--- src/rtl/mcs6530_pkg.sv ---
// Shared types and constants for the mcs6530 bus master.
package mcs6530_pkg;

  // Request opcodes as carried on req_op.
  typedef enum logic [1:0] {
    OpRead  = 2'b00,
    OpWrite = 2'b01,
    OpRmw   = 2'b10,
    OpRsvd  = 2'b11
  } bus_op_t;

  // Bus master sequencing states.
  typedef enum logic [1:0] {
    StIdle = 2'b00,
    StRd   = 2'b01,
    StWr   = 2'b10,
    StResp = 2'b11
  } bm_state_t;

  // Value returned when nothing drives the data bus.
  localparam logic [7:0] OPEN_BUS_DATA = 8'hFF;

  // Insert the masked bits of ins_data into old_data.
  function automatic logic [7:0] rmw_merge(input logic [7:0] old_data,
                                           input logic [7:0] ins_data,
                                           input logic [7:0] mask);
    return (old_data & ~mask) | (ins_data & mask);
  endfunction

endpackage

--- src/rtl/mcs6530_bus_master.sv ---
// 6502-side bus initiator for the mcs6530 RRIOT: one outstanding read, write
// or read-modify-write request at a time, driven on phi2 cycles.
module mcs6530_bus_master
  import mcs6530_pkg::*;
#(
  parameter int unsigned RD_LAT = 1  // 1..4
) (
  input  logic       phi2,
  input  logic       rst,
  input  logic       req_valid,
  output logic       req_ready,
  input  logic [1:0] req_op,
  input  logic [9:0] req_addr,
  input  logic       req_rs0,
  input  logic [7:0] req_wdata,
  input  logic [7:0] req_mask,
  output logic       rsp_valid,
  input  logic       rsp_ready,
  output logic [7:0] rsp_rdata,
  output logic       rsp_err,
  output logic [9:0] A,
  output logic       RS0,
  output logic       we_n,
  output logic [7:0] DI,
  input  logic [7:0] DO,
  input  logic       OE,
  output logic       busy
);

  localparam logic [1:0] CntInit = 2'(RD_LAT - 1);

  bm_state_t  state_q, state_d;
  bus_op_t    op_q;
  logic [9:0] addr_q;
  logic       rs0_q;
  logic [7:0] wdata_q;
  logic [7:0] mask_q;
  logic [1:0] cnt_q;
  logic [7:0] rdata_q;
  logic       err_q;
  logic       accept;

  assign accept = req_valid && req_ready;

  // State register.
  always_ff @(posedge phi2) begin
    if (rst) begin
      state_q <= StIdle;
    end else begin
      state_q <= state_d;
    end
  end

  // Next-state decode.
  always_comb begin
    state_d = state_q;
    unique case (state_q)
      StIdle: begin
        if (accept) begin
          unique case (bus_op_t'(req_op))
            OpRead, OpRmw: state_d = StRd;
            OpWrite:       state_d = StWr;
            OpRsvd:        state_d = StResp;
          endcase
        end
      end
      StRd: begin
        // An RMW only proceeds to the write phase when the read saw a driven bus.
        if (cnt_q == 2'd0) begin
          state_d = (op_q == OpRmw && OE) ? StWr : StResp;
        end
      end
      StWr:   state_d = StResp;
      StResp: if (rsp_ready) state_d = StIdle;
    endcase
  end

  // Request latch, read-latency counter and response capture.
  always_ff @(posedge phi2) begin
    if (rst) begin
      op_q    <= OpRead;
      addr_q  <= 10'd0;
      rs0_q   <= 1'b0;
      wdata_q <= 8'h00;
      mask_q  <= 8'h00;
      cnt_q   <= 2'd0;
      rdata_q <= 8'h00;
      err_q   <= 1'b0;
    end else if (accept) begin
      op_q    <= bus_op_t'(req_op);
      addr_q  <= req_addr;
      rs0_q   <= req_rs0;
      wdata_q <= req_wdata;
      mask_q  <= req_mask;
      cnt_q   <= CntInit;
      rdata_q <= 8'h00;
      err_q   <= (bus_op_t'(req_op) == OpRsvd);
    end else if (state_q == StRd) begin
      if (cnt_q != 2'd0) begin
        cnt_q <= cnt_q - 2'd1;
      end else begin
        rdata_q <= OE ? DO : OPEN_BUS_DATA;
        err_q   <= !OE;
      end
    end else if (state_q == StWr) begin
      // rdata_q keeps the pre-modify value for RMW and 0x00 for plain writes.
      err_q <= 1'b0;
    end
  end

  // Bus and handshake outputs.
  always_comb begin
    req_ready = (state_q == StIdle) && !rst;
    rsp_valid = (state_q == StResp);
    busy      = (state_q != StIdle);
    we_n      = (state_q != StWr) || rst;
    DI        = 8'h00;
    if (state_q == StWr && !rst) begin
      DI = (op_q == OpRmw) ? rmw_merge(rdata_q, wdata_q, mask_q) : wdata_q;
    end
  end

  assign A         = addr_q;
  assign RS0       = rs0_q;
  assign rsp_rdata = rdata_q;
  assign rsp_err   = err_q;

endmodule

--- config.mk ---
export PLATFORM = sky130hd
export DESIGN_NAME = mcs6530_bus_master
export DESIGN_NICKNAME = d
export VERILOG_FILES = /design/src/rtl/mcs6530_pkg.sv /design/src/rtl/mcs6530_bus_master.sv
export SDC_FILE = /design/constraint.sdc
export NUM_CORES = 1
export LEC_CHECK = 0
export BUFFER_PORTS_ARGS = -buffer_cell sky130_fd_sc_hd__buf_2
export CORE_UTILIZATION = 46
export DETAILED_ROUTE_END_ITERATION = 7
export PLACE_DENSITY = 0.77
export SLEW_MARGIN = 20
export SYNTH_ARGS = -nofsm -noshare
export SYNTH_HDL_FRONTEND = slang
export SYNTH_SLANG_ARGS = --single-unit
--- constraint.sdc ---
create_clock -name phi2 -period 3.15 [get_ports phi2]
set_input_delay 0.4725 -clock phi2 [delete_from_list [all_inputs] [get_ports phi2]]
set_output_delay 0.4725 -clock phi2 [all_outputs]
set_load 0.02 [all_outputs]
# Yosys cells after proc, flatten, opt, wreduce, memory -nomap -nowiden
# Index checks and enable logic that the tools add are counted.
[totals] ff_bits=42 elab_cells=59
[classes] addsub=1 eq_ne=12 mux=13 bitwise=5 reduce_logical=19
[ops] cell="2-to-1 mux 8 bit" n=3
[ops] cell="bitwise AND 8 bit" n=2
[ops] cell="== test 2 bit, second input constant" n=5
[ops] cell="NOT 8 bit" n=1
[ops] cell="bitwise OR 8 bit" n=1
[ops] cell="case mux 2 bit (4 select lines)" n=1
[ops] cell="zero test 2 bit" n=3
[ops] cell="2-to-1 mux 2 bit" n=3
[ops] cell="!= test 2 bit, second input constant" n=3
[ops] cell="case mux 2 bit (3 select lines)" n=1
[ops] cell="AND reduction 2 bit" n=3
[ops] cell="2-to-1 mux 1 bit" n=5
[ops] cell="== test 2 x 1 -> 1 bit, second input constant" n=2
[ops] cell="logical AND 1 bit" n=4
[ops] cell="nonzero test 2 bit" n=2
[ops] cell="OR reduction 2 bit" n=2
[ops] cell="!= test 3 bit, second input constant" n=1
[ops] cell="AND reduction 3 bit" n=1
[ops] cell="nonzero test 3 bit" n=1
[ops] cell="zero test 1 bit" n=2
[ops] cell="!= test 2 x 1 -> 1 bit, second input constant" n=1
[ops] cell="subtractor 2 x 1 -> 2 bit, second input constant" n=1
[ops] cell="logical OR 1 bit" n=1
[ops] cell="NOT 1 bit" n=1

# Depth between registers and ports, before layout
# Gate-level depths: netlist of run 1.
[logic_depth] depth_word=5 ltp_mapped=7 ltp_nobuf=6

# Least setup slack after synthesis of run 1
# Ideal clock, no wire load.
[synth_path] path_type="in2out" start="input rst" end="output DI[0]" arrival_ns=1.356 required_time_ns=2.677 path_slack_ns=1.321 path_stages=4 cell_sequence="buf_6 > nand2b_1 > clkbuf_1 > a21oi_1"
[synth_via] elab_chain_len=3
[synth_lines] item="start: declaration" line="mcs6530_bus_master.sv:9" source="input logic rst,"
[synth_lines] item="zero test 1 bit" line="mcs6530_bus_master.sv:118" source="if (state_q == StWr && !rst) begin"
[synth_lines] item="logical AND 1 bit" line="mcs6530_bus_master.sv:118"
[synth_lines] item="2-to-1 mux 8 bit" line="mcs6530_bus_master.sv:118"
[synth_lines] item="end: declaration" line="mcs6530_bus_master.sv:24" source="output logic [7:0] DI,"
# Every way passes these cells.

# Worst setup path after layout of run 1
[layout_path] start="register state_q[0]" end="output DI[1]"
[layout_via] elab_chain_len=3
[layout_lines] item="start: declaration" line="mcs6530_bus_master.sv:32" source="bm_state_t state_q, state_d;"
[layout_lines] item="start signal: assignment" line="mcs6530_bus_master.sv:48" source="state_q <= StIdle;"
[layout_lines] item="start signal: assignment" line="mcs6530_bus_master.sv:50" source="state_q <= state_d;"
[layout_lines] item="== test 2 bit" line="mcs6530_bus_master.sv:118"
[layout_lines] item="logical AND 1 bit" line="mcs6530_bus_master.sv:118"
[layout_lines] item="2-to-1 mux 8 bit" line="mcs6530_bus_master.sv:118"
# Every way passes these cells.

==> results.txt, run 1 <==
----------------------------------------------------
[Clocking]
  H-tree Lvls ... 2
  Setup repair bufs after CTS ... 0
  Post-CTS sizing ... 0
  Sinks on the clock net ... 42
  Clock-pin slew on the worst setup and hold paths ... about 70 ps
  Library cell used as clock root buffer ... sky130_fd_sc_hd__clkbuf_8
  Clock latency at the later pin of the worst-skew pair ... roughly 290 ps
  Cts hold-fix bufs ... 0
  Total CTS buffers ... 5
  TritonCTS clock tree ... yes
  Clock Tree Buf Depth ... 2

[Route]
  Via count ... between 1.5k and 2k
  Average via count per standard cell ... slightly above 5
  1st-iter DRT viols ... 73
  Number of detailed-route iterations in the first pass ... 4
  Final wirelength ... 3.713 mm
  Wire per inst ... between 10 and 15 um
  # DRC ... 0
  Remaining antenna violation count ... 0

[Yosys]
  Async set-or-reset flop fraction in the synthesized netlist ... 0%
  Number of synthesized flops with an enable pin ... 0
  Area contributors post-synth ... sky130_fd_sc_hd__dfxtp_1, sky130_fd_sc_hd__a22o_1, sky130_fd_sc_hd__ha_1, sky130_fd_sc_hd__nor2_1, sky130_fd_sc_hd__a311oi_1
  Commonest register cell after synthesis ... sky130_fd_sc_hd__dfxtp_1
  Net count of the mapped netlist ... 238
  Mapped Area ... 0.001747 mm^2
  Share of the synthesized area in the top cell type ... between 40% and 50%
  Post-synthesis register bit count ... 42
  Number of unique standard cell types used by synthesis ... 25
  Number of synthesis warnings ... 0
  Number of instances in the synthesized netlist ... between 150 and 200
  Portion of the post-synthesis area used by sequential elements ... between 40% and 50%
  Synth cell count leaders ... sky130_fd_sc_hd__dfxtp_1, sky130_fd_sc_hd__a22o_1, sky130_fd_sc_hd__nor2_1, sky130_fd_sc_hd__inv_1, sky130_fd_sc_hd__nand2_1
  Syn_area_per_cell ... between 9 and 10 um^2
  Cell taking the most area after synthesis ... sky130_fd_sc_hd__dfxtp_1
  Top-count cell post-synth ... sky130_fd_sc_hd__dfxtp_1

[Placement]
  Instance count after placement with tap cells included ... approximately 300
  Count of buffers from port buffering ... 73
  Final estimated routing congestion in global placement ... ~0.8
  DP HPWL ... ~2.7 mm

[Power and ir drop]
  Worst VDD drop ... about 0.37 mV
  Power density cells ... approximately 730 mW/mm^2
  Switching power of the nets ... around 580 uW
  Share of power burned in registers ... 43.9%
  Clock group share of total power ... between 20% and 30%
  Lkg Pwr ... between 1 and 1.5 nW
  Cell-internal power ... ~1.0 mW
  Combinational Power Share ... between 30% and 40%
  Switching share of power ... between 30% and 40%

[Cells and area]
  Layout cells sized above 1 ... roughly a third
  Finished Core Util ... just over 60%
  Final net count ... ~310
  Area growth syn-to-layout ... 27.51%
  Fin cells ... just over 300
  Filler instances ... 312
  Number of antenna repair diodes ... 0

[Global routing]
  GRT Overall Usage ... between 10% and 20%
  Vias in the first global route ... approximately 1.3k
  First-pass GRT wire length ... ~6 mm
  Antenna violations before repair ... 0
  Maximum number of pins on one net before global-route repair ... 30
  Total congestion overflow ... 0

[STA]
  Slew Limit Fails ... 0
  Worst slew margin relative to its limit ... slightly above 50%
  Accumulated negative setup slack ... 0 ps
  Post-Route Hold Slack ... 395.2 ps
  Final cycle utilization of the critical path ... between 60 and 70%
  Clock period minus worst slack ... 2142 ps
  RSZ-0062 raised after global routing ... no
  Setup-failing EPs final ... 0
  Largest clock skew in the final design ... 3.110 ps
  Hold Violations, Final ... 0
  Transition time at the pin with the least slew margin ... around 720 ps
  Achievable Freq ... around 0.47 GHz

[Critical path]
  CP Launch Type ... register
  WP data arrival ... between 1500 and 2000 ps
  Setup Crit Path Kind ... register to output pin
  Crit end category ... output pin
  Critical path peak fanout ... 9
  Critical path required time ... roughly 2700 ps

[Outcome]
  Result of the run ... completed

[Floorplanning]
  Die area ... about 0.0040 mm^2
  Site Rows ... 22
  Die width ... roughly 64 um
  Effective utilization at floorplan ... between 40% and 50%
  Die Height ... 63.62 um
  Core footprint ... 0.003661 mm^2
  Ports placed on the boundary ... 74

[Worst hold path]
  HP Class ... input pin to register

[Run]
  Maximum Capacitance Violations ... 0

----------------------------------------------------
layout make-up:
| type | count | area, um^2 | area share, % |
|---|---|---|---|
| clock inverter | 2 | 12.51 | 0.5618 |
| clock buffer | 6 | 82.58 | 3.708 |
| tap | 48 | 60.06 | 2.697 |
| multi-input combinational | 119 | 794.5 | 35.67 |
| sequential | 42 | 840.8 | 37.75 |
| timing repair buffer | 75 | 380.4 | 17.08 |
| inverter | 15 | 56.30 | 2.528 |
power groups by stage:
stage               Clock (mW)  Sequential, mW  Combinational (mW)
finish                   0.349           0.709               0.557
floorplan                    0           0.770               0.346
detailed placement           0           0.720               0.559
global placement             0           0.720               0.549
global route             0.391           0.725               0.616
CTS                      0.357           0.710               0.561
worst paths after layout:
kind,startpoint,endpoint,slack [ps],cells after the start
setup / recovery,state_q[0],DI[1],1010,5
setup reg to reg,state_q[1],A[7],1210,6
hold reg to reg,A[5],A[5],480,1
hold / removal,req_addr[3],A[3],400,2
flip-flops by register name (all words and copies together) (netlist names):
name,count
A,10
mask_q,8
rsp_rdata,8
wdata_q,8
cnt_q,2
op_q,2
state_q,2
RS0,1
rsp_err,1
layer usage:
layer / wire length [um] / vias to the layer above / track usage (%)
met1: 1820 / 688 / 26.26
met2: 1607 / 54 / 28.99
met3: 242 / 7 / 6.884
met5: 0 / - / 0
met4: 42 / 0 / 5.966
li1: - / 805 / -
metrics by stage:
| stage | worst slack [ps] | instance area (um^2) | total power [mW] |
|---|---|---|---|
| floorplan | 1321 | 1747 | 1.116 |
| global placement | 1306 | 2132 | 1.269 |
| detailed placement | 1225 | 2132 | 1.280 |
| CTS | 1006 | 2227 | 1.629 |
| global route | 828.1 | 2227 | 1.731 |
| finish | 1008 | 2227 | 1.615 |
critical path: stages (launching register included):
cell                       delay, ps
sky130_fd_sc_hd__dfxtp_1         350
sky130_fd_sc_hd__inv_1           120
sky130_fd_sc_hd__ha_1            240
sky130_fd_sc_hd__nand2b_1        250
sky130_fd_sc_hd__a21oi_1         230
sky130_fd_sc_hd__buf_2           190
cell usage in the layout, fill, tap and decap left out, types with 2 or more instances in the layout:
master / count
sky130_fd_sc_hd__nand2_1: 14
sky130_fd_sc_hd__o21ai_0: 9
sky130_fd_sc_hd__a211oi_1: 5
sky130_fd_sc_hd__a22o_1: 28
sky130_fd_sc_hd__dfxtp_1: 42
sky130_fd_sc_hd__a21oi_1: 10
sky130_fd_sc_hd__buf_2: 73
sky130_fd_sc_hd__buf_4: 2
sky130_fd_sc_hd__inv_1: 15
sky130_fd_sc_hd__clkbuf_8: 6
sky130_fd_sc_hd__ha_1: 7
sky130_fd_sc_hd__nor2b_1: 2
sky130_fd_sc_hd__nor2_1: 21
sky130_fd_sc_hd__a311oi_1: 8
sky130_fd_sc_hd__nand2b_1: 4
cell families after synthesis:
| kind of cell | Yosys count | share of synthesized area (%) |
|---|---|---|
| DFF | 42 | 48.14 |
| xor gates and xnor gates | 1 | 0.5015 |
| AOI/OAI and AO/OA | 64 | 27.51 |
| and+or+nand+nor | 47 | 12.11 |
| adders and majority gates | 7 | 5.014 |
| buffers and inverters | 28 | 6.733 |
(Power assumes the default switching activity.)
==> inputs of run 2 (changes only) <==
CORE_UTILIZATION = 42   (was 46)
PLACE_DENSITY = 0.74   (was 0.77)
clock period = 1.9 ns   (was 3.15 ns; I/O delays follow)
==> results.txt, run 2 (synthesis gave the netlist of run 1 again) <==
----------------------------------------------------
[Critical path]
  Crit-path cells ... inv_1, ha_1, nor2b_1, a221o_1, a311o_1, a21oi_1
  WP data arrival ... 2020 ps
  Worst-path cell with the longest stage delay ... sky130_fd_sc_hd__dfxtp_1
  Worst reg2reg path depth ... 6
  CP Launch Type ... register
  Critical path required time ... 2130 ps
  Crit end category ... register
  Cell family with most CP delay ... compound AO/OA/AOI/OAI gates
  Critical Path Max Stage Delay ... ~370 ps
  Setup crit start ... state_q[1]
  Launch point of the worst reg-to-reg path ... state_q[1]
  Critical path peak fanout ... 5
  WP depth ... 6
  Setup Crit Path Kind ... register to register
  Number of buffers and inverters on the critical path ... 1

[Power and ir drop]
  Final Power ... about 2.8 mW
  Lkg Pwr ... 1.078 nW
  Worst VDD drop ... ~0.58 mV
  Power density cells ... about 1200 mW/mm^2

[Global routing]
  GRT Overall Usage ... ~18%
  First-pass GRT wire length ... slightly above 6 mm
  Antenna violations before repair ... 0
  Maximum number of pins on one net before global-route repair ... 30
  Total congestion overflow ... 0
  Vias in the first global route ... around 1.3k

[Floorplanning]
  Die width ... 66.49 um
  Die area ... roughly 0.0044 mm^2
  Site Rows ... 23
  Ports placed on the boundary ... 74
  Effective utilization at floorplan ... a little over two fifths
  Core footprint ... roughly 0.004 mm^2
  Die Height ... 66.49 um

[Cells and area]
  Area growth syn-to-layout ... 30.16%
  Max FFs per register ... 10
  Number of antenna repair diodes ... 0
  Final net count ... ~310
  Most common cell after layout, fill and taps aside ... sky130_fd_sc_hd__buf_2
  Layout cells sized above 1 ... a little over a third
  Finished Core Util ... a little under three fifths
  Most used cells in the layout excluding fill and tap cells ... sky130_fd_sc_hd__buf_2, sky130_fd_sc_hd__dfxtp_1, sky130_fd_sc_hd__a22o_1
  Finished layout cell area ... approximately 0.0023 mm^2
  Filler instances ... a little under 400
  Sequential cell area ... 840.8 um^2
  Area taken by multi-input logic gates ... just over 800 um^2

[Route]
  Average via count per standard cell ... approximately 5
  Remaining antenna violation count ... 0
  Number of detailed-route iterations in the first pass ... 4
  Wire per inst ... roughly 13 um
  1st-iter DRT viols ... 99
  Via count ... 1556
  # DRC ... 0
  Final wirelength ... around 4.0 mm

[Clocking]
  Cts hold-fix bufs ... 0
  Clock latency at the later pin of the worst-skew pair ... 290 ps
  Sinks on the clock net ... 42
  Library cell used as clock root buffer ... sky130_fd_sc_hd__clkbuf_8
  Clock-pin slew on the worst setup and hold paths ... ~80 ps
  H-tree Lvls ... 2
  TritonCTS clock tree ... yes
  Clock Tree Buf Depth ... 2
  Total CTS buffers ... 5

[Worst hold path]
  Min-delay src ... req_addr[0]
  Hold Path Cell Cnt ... 2
  HP Class ... input pin to register

[STA]
  Worst slew margin relative to its limit ... about 75%
  Accumulated negative setup slack ... 0 ps
  Hold Violations, Final ... 0
  RSZ-0062 raised after global routing ... no
  Setup-failing EPs final ... 0
  Slew Limit Fails ... 0
  Clock period minus worst slack ... ~1800 ps
  Final cycle utilization of the critical path ... between 90% and 100%
  Transition time at the pin with the least slew margin ... between 300 and 400 ps
  Post-Route Hold Slack ... ~210 ps
  Largest clock skew in the final design ... just over 4 ps
  Achievable Freq ... between 0.5 and 0.6 GHz

[Placement]
  Post-DP Area ... approximately 0.0022 mm^2
  Final estimated routing congestion in global placement ... 0.8433
  DP HPWL ... 2.942 mm
  Count of buffers from port buffering ... 73

[Run]
  Maximum Capacitance Violations ... 0

[Outcome]
  Result of the run ... completed

----------------------------------------------------
-- run 2: cell count changes in the layout (fill, tap and decap cells not counted), sizes merged --
cell | before | now
buf | 75 | 77
-- run 2: path summary, 6_finish.rpt --
check	to	slack (ps)
worst min register to register	A[8]	470
worst max register to register	state_q[0]	110
worst max-delay path	state_q[0]	110
worst min-delay path	A[0]	210
-- run 2: report_power, final --
part,internal (mW),total [mW],switching (mW)
Clock,0.292,0.594,0.302
Sequential,1.06,1.18,0.126
Combinational,0.401,0.980,0.579
Total,1.75,2.76,1.01
-- run 2: stage by stage --
stage / cells / setup WS, ps
finish: 311 / 108.3
global route: 311 / 34.20
CTS: 311 / 1.941
detailed placement: 303 / 156.5
global placement: 303 / 233.9
floorplan: 189 / 283.5
-- run 2: cell type report --
type                    count  share of cell area, %
clock buffers               6                  3.632
clock inverters             2                 0.5504
inverters                  15                  2.477
multi-input cells         119                  35.66
flip-flops and latches     42                  36.98
well taps                  50                  2.752
repair buffers             77                  17.94
-- run 2: repair_timing --
item / 4_1_cts / 5_1_grt
setup buffers: 0 / 0
resized for setup: 1 / 4
pin swaps: 0 / 0
endpoints found under the setup margin: 2 / 8
-- run 2: metal layers --
layer  routed length [um]  vias up  GRT usage [%]
met5                    0        -              0
li1                     -      806              -
met1                 1847      694          25.18
met2                 1881       54          27.17
met4                    8        0          3.191
met3                  268        2          4.623
==> inputs of run 3 (changes only) <==
==> constraint.sdc (replaced) <==
create_clock -name phi2 -period 1.9 [get_ports phi2]
set_input_delay 0.38 -clock phi2 [delete_from_list [all_inputs] [get_ports phi2]]
set_output_delay 0.38 -clock phi2 [all_outputs]
set_load 0.02 [all_outputs]
==> results.txt, run 3 (synthesis gave the netlist of run 1 again) <==
----------------------------------------------------
[STA]
  Worst slew margin relative to its limit ... between 60 and 70%
  Accumulated negative setup slack ... 0 ps
  Hold Violations, Final ... 0
  Setup-failing EPs final ... 0
  RSZ-0062 raised after global routing ... no
  Clock period minus worst slack ... approximately 1800 ps
  Achievable Freq ... between 0.5 and 0.6 GHz
  Slew Limit Fails ... 0
  Final cycle utilization of the critical path ... between 90 and 100%
  Transition time at the pin with the least slew margin ... 515.9 ps
  Largest clock skew in the final design ... about 7.1 ps
  Post-Route Hold Slack ... 295.6 ps

[Clocking]
  Library cell used as clock root buffer ... sky130_fd_sc_hd__clkbuf_8
  H-tree Lvls ... 2
  TritonCTS clock tree ... yes
  Clock latency at the later pin of the worst-skew pair ... 290 ps
  Sinks on the clock net ... between 40 and 50
  Clock Tree Buf Depth ... 2
  Setup repair bufs after CTS ... 0
  Total CTS buffers ... 5
  Clock-pin slew on the worst setup and hold paths ... about 80 ps

[Critical path]
  CP Launch Type ... register
  Worst reg2reg path depth ... 6
  Setup Crit Path Kind ... register to output pin
  Critical path peak fanout ... 9
  Crit end category ... output pin
  WP data arrival ... between 1000 and 1500 ps
  Critical path required time ... 1520 ps

[Route]
  Number of detailed-route iterations in the first pass ... 4
  1st-iter DRT viols ... 46
  Wire per inst ... approximately 13 um
  Average via count per standard cell ... between 4 and 5
  Final wirelength ... between 4 and 5 mm
  Remaining antenna violation count ... 0
  # DRC ... 0
  Via count ... between 1.5k and 2k

[Floorplanning]
  Ports placed on the boundary ... between 70 and 80
  Site Rows ... 23
  Core footprint ... ~0.0040 mm^2
  Effective utilization at floorplan ... between 40% and 50%
  Die width ... roughly 66 um
  Die Height ... between 60 and 70 um
  Die area ... 0.004421 mm^2

[Global routing]
  First-pass GRT wire length ... about 6.3 mm
  GRT Overall Usage ... approximately a fifth
  Total congestion overflow ... 0
  Antenna violations before repair ... 0
  Vias in the first global route ... between 1k and 1.5k
  Maximum number of pins on one net before global-route repair ... 30

[Power and ir drop]
  Lkg Pwr ... between 1 and 1.5 nW
  Worst VDD drop ... 0.6699 mV
  Clock group share of total power ... roughly a quarter
  Cell-internal power ... 1.843 mW
  Power density cells ... 1244 mW/mm^2
  Switching share of power ... 35.27%
  Combinational Power Share ... about a third
  Share of power burned in registers ... a little over two fifths
  Switching power of the nets ... 1.004 mW

[Cells and area]
  Max FFs per register ... 10
  Layout cells sized above 1 ... between 30% and 40%
  Final net count ... approximately 300
  Area growth syn-to-layout ... 31.02%
  Number of antenna repair diodes ... 0
  Most used cells in the layout excluding fill and tap cells ... sky130_fd_sc_hd__buf_2, sky130_fd_sc_hd__dfxtp_1, sky130_fd_sc_hd__a22o_1
  Most common cell after layout, fill and taps aside ... sky130_fd_sc_hd__buf_2

[Worst hold path]
  Hold Path Cell Cnt ... 2
  HP Class ... input pin to register

[Run]
  Maximum Capacitance Violations ... 0

[Outcome]
  Result of the run ... completed

[Placement]
  Final estimated routing congestion in global placement ... ~0.87
  Count of buffers from port buffering ... 73
  DP HPWL ... 2.947 mm

----------------------------------------------------
## run 3: changes by cell type in the layout (fill, tap and decap cells not counted), sizes merged
cell	previous run	this run
bufinv	0	1
buf	77	76
clkinv	1	0
## run 3: path summary, 6_finish.rpt
| check | from | endpoint | slack [ps] |
|---|---|---|---|
| setup / recovery | state_q[0] | DI[0] | 120 |
| setup reg to reg | state_q[1] | state_q[0] | 140 |
| hold reg to reg | A[6] | A[6] | 470 |
| hold / removal | req_addr[3] | A[3] | 300 |
## run 3: critical path: stages, from the launching register on
cell and delay [ps]:
sky130_fd_sc_hd__dfxtp_1 360, sky130_fd_sc_hd__inv_2 110, sky130_fd_sc_hd__ha_4 170, sky130_fd_sc_hd__nand2b_4 100
sky130_fd_sc_hd__a21oi_1 170, sky130_fd_sc_hd__buf_2 190
## run 3: layout make-up
class / count / area, um^2
clock buffers: 6 / 72.57
clock inverters: 2 / 37.54
fillers: 373 / 1712
inverters: 15 / 56.30
multi-input cells: 119 / 829.5
flip-flops and latches: 42 / 842.1
well taps: 50 / 62.56
repair buffers: 76 / 387.9
## run 3: repair_timing
action,in CTS,in global routing
hold endpoints to repair,0,0
setup endpoints to repair,9,8
resized for setup,3,7
hold buffers,0,0
## run 3: power by group through the flow
stage	Combinational (mW)	Sequential, mW	Clock, mW
2_1_floorplan	0.573	1.28	0
3_3_place_gp	0.920	1.19	0
3_5_place_dp	0.933	1.20	0
4_1_cts	0.946	1.18	0.707
5_1_grt	1.08	1.21	0.747
6_report	0.965	1.19	0.692
## run 3: per-stage QoR
step / area [um^2] / utilization, % / setup WS [ps] / std cells / total power [mW]
after floorplan: 1747 / - / 188.5 / 189 / 1.850
after CTS: 2260 / 56.49 / 2.587 / 310 / 2.833
final: 2288 / 57.21 / 116.7 / 310 / 2.847
after global routing: 2288 / 57.21 / 36.42 / 310 / 3.037
after detailed placement: 2142 / 53.55 / 163.1 / 302 / 2.131
after global placement: 2142 / 53.55 / 200.2 / 302 / 2.113
## run 3: layer usage
metal,wire length (um),part of all wire (%),track usage (%)
met5,0,0,0
met4,63,1.6,7.713
met3,217,5.4,4.795
met2,1832,46,30.10
met1,1912,48,24.45
